--- config.mk ---
export PLATFORM = sky130hd
export DESIGN_NAME = brightness_ctrl
export DESIGN_NICKNAME = d
export VERILOG_FILES = /design/src/rtl/brightness_ctrl.sv
export SDC_FILE = /design/constraint.sdc
export NUM_CORES = 1
export LEC_CHECK = 0
export CELL_PAD_IN_SITES_DETAIL_PLACEMENT = 0
export CELL_PAD_IN_SITES_GLOBAL_PLACEMENT = 1
export CORE_MARGIN = 4
export CORE_UTILIZATION = 44
export DETAILED_ROUTE_END_ITERATION = 12
export GPL_TIMING_DRIVEN = 0
export PLACE_DENSITY_LB_ADDON = 0.1
export SETUP_SLACK_MARGIN = 0.15
export SLEW_MARGIN = 30
export SYNTH_ARGS = -nofsm -noshare
export SYNTH_HDL_FRONTEND = slang
export SYNTH_SLANG_ARGS = --single-unit
--- constraint.sdc ---
create_clock -name clk -period 7.49 [get_ports clk]
set_clock_uncertainty 0.1 [all_clocks]
set_input_delay 1.8725 -clock clk [delete_from_list [all_inputs] [get_ports clk]]
set_output_delay 1.8725 -clock clk [all_outputs]
set_load 0.02 [all_outputs]
--- src/rtl/brightness_ctrl.sv ---
// brightness_ctrl: frame-synchronous coefficient controller with optional per-frame ramping.
// coe_o only changes on the cycle after a rising edge of vs_i (or on rst).
module brightness_ctrl #(
    parameter int COE_WIDTH    = 16,
    parameter int STEP_WIDTH   = 8,
    parameter int PERIOD_WIDTH = 8,
    parameter int COE_INIT     = 256
) (
    input  logic                    clk,
    input  logic                    rst,
    input  logic [COE_WIDTH-1:0]    cfg_coe_i,
    input  logic [STEP_WIDTH-1:0]   cfg_step_i,
    input  logic [PERIOD_WIDTH-1:0] cfg_period_i,
    input  logic                    cfg_wr_i,
    input  logic                    vs_i,
    output logic [COE_WIDTH-1:0]    coe_o,
    output logic                    busy_o,
    output logic                    done_o,
    output logic                    frame_o
);
    typedef enum logic [1:0] {IDLE, PEND, RAMP} state_t;

    state_t                  state_q, state_d;
    logic [COE_WIDTH-1:0]    coe_q, coe_d, tgt_q, tgt_d;
    logic [STEP_WIDTH-1:0]   step_q, step_d;
    logic [PERIOD_WIDTH-1:0] period_q, period_d, cnt_q, cnt_d;
    logic                    vs_d_q, busy_q, busy_d, done_q, done_d, frame_q;
    logic                    sof, up;
    logic [COE_WIDTH:0]      diff, step_ext;
    logic [COE_WIDTH-1:0]    step_c, nxt_coe;

    assign sof = vs_i & ~vs_d_q;

    // One ramp step, evaluated one bit wider so neither direction can wrap
    always_comb begin
        up       = tgt_q > coe_q;
        diff     = up ? {1'b0, tgt_q} - {1'b0, coe_q} : {1'b0, coe_q} - {1'b0, tgt_q};
        step_ext = (COE_WIDTH+1)'(step_q);
        step_c   = COE_WIDTH'(step_q);
        nxt_coe  = (step_q == '0 || diff <= step_ext) ? tgt_q
                 : up ? coe_q + step_c : coe_q - step_c;
    end

    always_comb begin
        state_d  = state_q;
        coe_d    = coe_q;
        tgt_d    = tgt_q;
        step_d   = step_q;
        period_d = period_q;
        cnt_d    = cnt_q;
        done_d   = 1'b0;
        if (cfg_wr_i) begin
            tgt_d    = cfg_coe_i;
            step_d   = cfg_step_i;
            period_d = cfg_period_i;
            state_d  = PEND;
        end else if (sof && state_q != IDLE) begin
            if (state_q == PEND || cnt_q == '0) begin
                coe_d   = nxt_coe;
                cnt_d   = period_q;
                done_d  = nxt_coe == tgt_q;
                state_d = (nxt_coe == tgt_q) ? IDLE : RAMP;
            end else begin
                cnt_d = cnt_q - 1'b1;
            end
        end
        busy_d = state_d != IDLE;
    end

    always_ff @(posedge clk) begin
        if (rst) begin
            state_q  <= IDLE;
            coe_q    <= COE_WIDTH'(COE_INIT);
            tgt_q    <= COE_WIDTH'(COE_INIT);
            step_q   <= '0;
            period_q <= '0;
            cnt_q    <= '0;
            vs_d_q   <= 1'b1;
            busy_q   <= 1'b0;
            done_q   <= 1'b0;
            frame_q  <= 1'b0;
        end else begin
            state_q  <= state_d;
            coe_q    <= coe_d;
            tgt_q    <= tgt_d;
            step_q   <= step_d;
            period_q <= period_d;
            cnt_q    <= cnt_d;
            vs_d_q   <= vs_i;
            busy_q   <= busy_d;
            done_q   <= done_d;
            frame_q  <= sof;
        end
    end

    assign coe_o   = coe_q;
    assign busy_o  = busy_q;
    assign done_o  = done_q;
    assign frame_o = frame_q;
endmodule
==> summary.md <==
| Metric | Value |
|---|---|
| Status | `finished clean` |
| WS Path Type | `reg -> reg` |
| Routed Antenna Nets | `0` |
| CP startpoint kind | `register` |
| First-pass GRT wire length | `between 30000 and 40000 um` |
| Reg2reg path depth | `22` |
| CP Cell Sequence | `inv_1 -> ha_1 -> clkbuf_1 -> nand2_1 -> o21ai_0 -> nor2_1 -> a31oi_1 -> buf_2 -> buf_1 -> o31ai_1 -> xnor2_1 -> ha_1 -> clkbuf_1 -> or2_2 -> o22a_1 -> a21o_1 -> and3_1 -> or3_1 -> a221o_1 -> nor4_1 -> and4b_1 -> o21bai_1` |
| Post-Synthesis Cells | `~780` |
| Post-Synthesis Cell Area | `around 6000 sq um` |
| Worst Max-Slew Pin Slew | `between 700 and 800 ps` |
| Post-CTS sizing | `0` |
| Levels on crit path | `22` |
| CORE AREA | `13400 sq um` |
| Final period utilization | `around nine tenths` |
| Worst-path clk slew | `around 60 ps` |
| CTS Buf Count | `9` |
| H-tree levels | `3` |
| Post-DP Area | `about 6800 sq um` |
| Synthesized flop and latch total | `between 60 and 70` |
| Met3 usage | `~3.8%` |
| CTS sink count | `just over 60` |
| Ys flop type | `dfxtp_1` |
| DR DRC count | `0` |
| Aggregate global routing overflow | `0` |
| Clock latency on the worst-skew pair | `approximately 340 ps` |
| XOR/XNOR Fraction of Synth Area | `5.709%` |
| DR vias | `approximately 6000` |
| Cts hold-fix bufs | `0` |
| Final slew viol count | `0` |
| CTS Buffer Depth | `2` |
| Port bufs | `53` |
| Layout Nets | `~940` |
| Detailed Route WL | `a little under 20000 um` |
| Mapped Nets | `between 800 and 900` |
| Critical path capture point type | `register` |
| Final core utilization | `between 50% and 60%` |
| Antenna cells | `0` |
| Synth Area in Simple Gates | `20.53%` |
| Total GRT Usage | `approximately a quarter` |
| Fin. Hold Viols | `0` |
| Synth async-reset ratio | `0%` |
| Avg WL per Cell | `roughly 19 um` |
| CTS tree | `built` |
| CP arrival | `about 6900 ps` |
| Area Growth Syn to Fin | `17.15%` |
| Met1 usage | `between 30% and 40%` |
| Most area-hungry cell type in the Yosys netlist | `dfxtp_1` |
| Critical path's top delay family | `simple AND/OR/NAND/NOR gates` |
| Antenna violations before repair | `0` |
| Pin count of the biggest net entering global routing | `14` |
| Initial Util | `between 40% and 50%` |
| Max stage delay cell, worst path | `nor4_1` |
| Row cnt | `42` |
| Grt met2 use | `roughly 39%` |
| Final setup fails | `0` |
| Post-synth top area share | `about a fifth` |
| IO Pins | `between 50 and 60` |
| Highest clock rate | `147.4 MHz` |
| Vias in the first global route | `between 5000 and 6000` |
| CP required | `7610 ps` |
| Worst min-delay path class | `reg -> reg` |
| Post-synth EDFFs | `0` |
| Placer Congestion | `approximately 0.9` |
| Leak pwr | `about 0.0028 uW` |
| Synth warn | `0` |
| Post-synthesis cell type count | `76` |
| Max Cap Viol | `0` |
| Unrepaired setup endpoints after global routing | `false` |
| Fin crit period | `6783 ps` |
| Adder-Cell Fraction of Synth Area | `roughly an eighth` |
| Top-count cell post-synth | `nor2_1` |
| Synth area leaders | `dfxtp_1 (20%), ha_1 (12%), mux2i_1 (5.9%)` |
| CP Buf/Inv Count | `5` |
| Filler cell count | `roughly 1300` |
| Layout cells sized above 1 | `under 10%` |
| Pwr Total | `roughly 1400 uW` |
| Sum Neg Setup Slack | `0 ps` |
| Top cells by count, synth | `nor2_1 (80), dfxtp_1 (62), ha_1 (59)` |
| Die area | `15740 sq um` |
| Estimated wirelength of the detail-placed design | `15590 um` |
| Root buf cell | `clkbuf_16` |
| Synth Area in Compound Gates | `26.96%` |
| Initial detailed-routing violation count | `roughly 440` |
| Sequential area share after synthesis | `20.45%` |
| Worst slew margin | `49.73%` |
| Postcts setup bufs | `0` |
| Vias/cell | `roughly 6` |
| Die height | `about 130 um` |
| Hold Path Cell Cnt | `2` |
| Post-layout instance area | `7112 sq um` |
| Pwr Density | `around 200 nW/um^2` |
| Largest family of logic cells by synthesized area | `compound AO/OA/AOI/OAI gates` |
| Flop-to-flop setup slack | `between 700 and 800 ps` |
| Multiplexer share of the synthesized area | `about 6.3%` |
| CP max stage delay | `530 ps` |
| Average cell area after synthesis | `7.833 sq um` |
| Drt pass-1 iters | `7` |
| Crit-path max FO | `10` |
| Peak VDD IR | `0.0001264 V` |
| DIE WIDTH | `125.5 um` |
| Gr busiest metal | `met2` |
## path summary, 6_finish.rpt
check                                  from          end
worst max register to register    coe_o[12]       busy_o
worst min register to register  period_q[5]  period_q[5]
worst min-delay path            period_q[5]  period_q[5]
worst max-delay path              coe_o[12]       busy_o
## report_power, final
| group | internal, uW | switching (uW) |
|---|---|---|
| Sequential | 344 | 19.4 |
| Clock | 228 | 174 |
| Combinational | 276 | 392 |
| Total | 848 | 585 |
## tightest hold or removal path: stages (launching register included)
cell and delay (ps):
dfxtp_1 330, mux2i_1 60, nor2_1 80
## stage by stage
step | worst slack (ps) | std cells | hold WS (ps)
2_1_floorplan | 2020 | 775 | 354.7
3_3_place_gp | 776.0 | 1004 | 383.3
3_5_place_dp | 744.0 | 1004 | 389.1
4_1_cts | 689.6 | 1020 | 404.5
5_1_grt | 306.2 | 1020 | 447.5
6_report | 706.6 | 1020 | 400.6
## logic make-up after synthesis
group,Yosys count
adders and majority gates,62
buffers and inverters,103
AOI/OAI and AO/OA,221
muxes,38
and+or+nand+nor,251
xor gates and xnor gates,38
DFF,62
## layout make-up
type | count | area, sq um | area share [%]
Clock buffer | 9 | 225.2 | 3.167
Tap cell | 176 | 220.2 | 3.096
Inverter | 56 | 210.2 | 2.956
Timing Repair Buffer | 53 | 530.5 | 7.460
Clock inverter | 7 | 55.05 | 0.7741
Buffer | 47 | 209.0 | 2.938
Sequential cell | 62 | 1241 | 17.45
Multi-Input combinational cell | 610 | 4420 | 62.16
## registers in the layout, summed over array words and instances (netlist names)
signal,flops
coe_o,16
tgt_q,16
cnt_q,8
period_q,8
step_q,8
state_q,2
busy_o,1
done_o,1
frame_o,1
vs_d_q,1
## placed cells by master (no fill, tap or decap), types with 7 or more instances in the layout
cell type / instances
inv_1: 56
clkdlybuf4s50_1: 53
nor3_1: 19
o311ai_2: 9
a21oi_1: 55
nand4_1: 16
buf_2: 7
clkbuf_1: 29
and3_1: 8
nor2_1: 80
a211oi_1: 10
ha_1: 59
dfxtp_1: 62
nand2b_1: 7
o21ai_0: 33
xnor2_1: 27
xor2_1: 10
nand3_1: 25
o211ai_1: 9
clkbuf_16: 9
nand2_1: 48
mux2i_1: 36
o21a_1: 12
a21o_1: 17
## layer usage
layer,share of wire (%),vias to the layer above
met4,1.9,0
met3,5.6,30
met2,45,194
met1,47,2893
li1,-,2992
met5,0,-
Power figures use the tool's default switching activity.
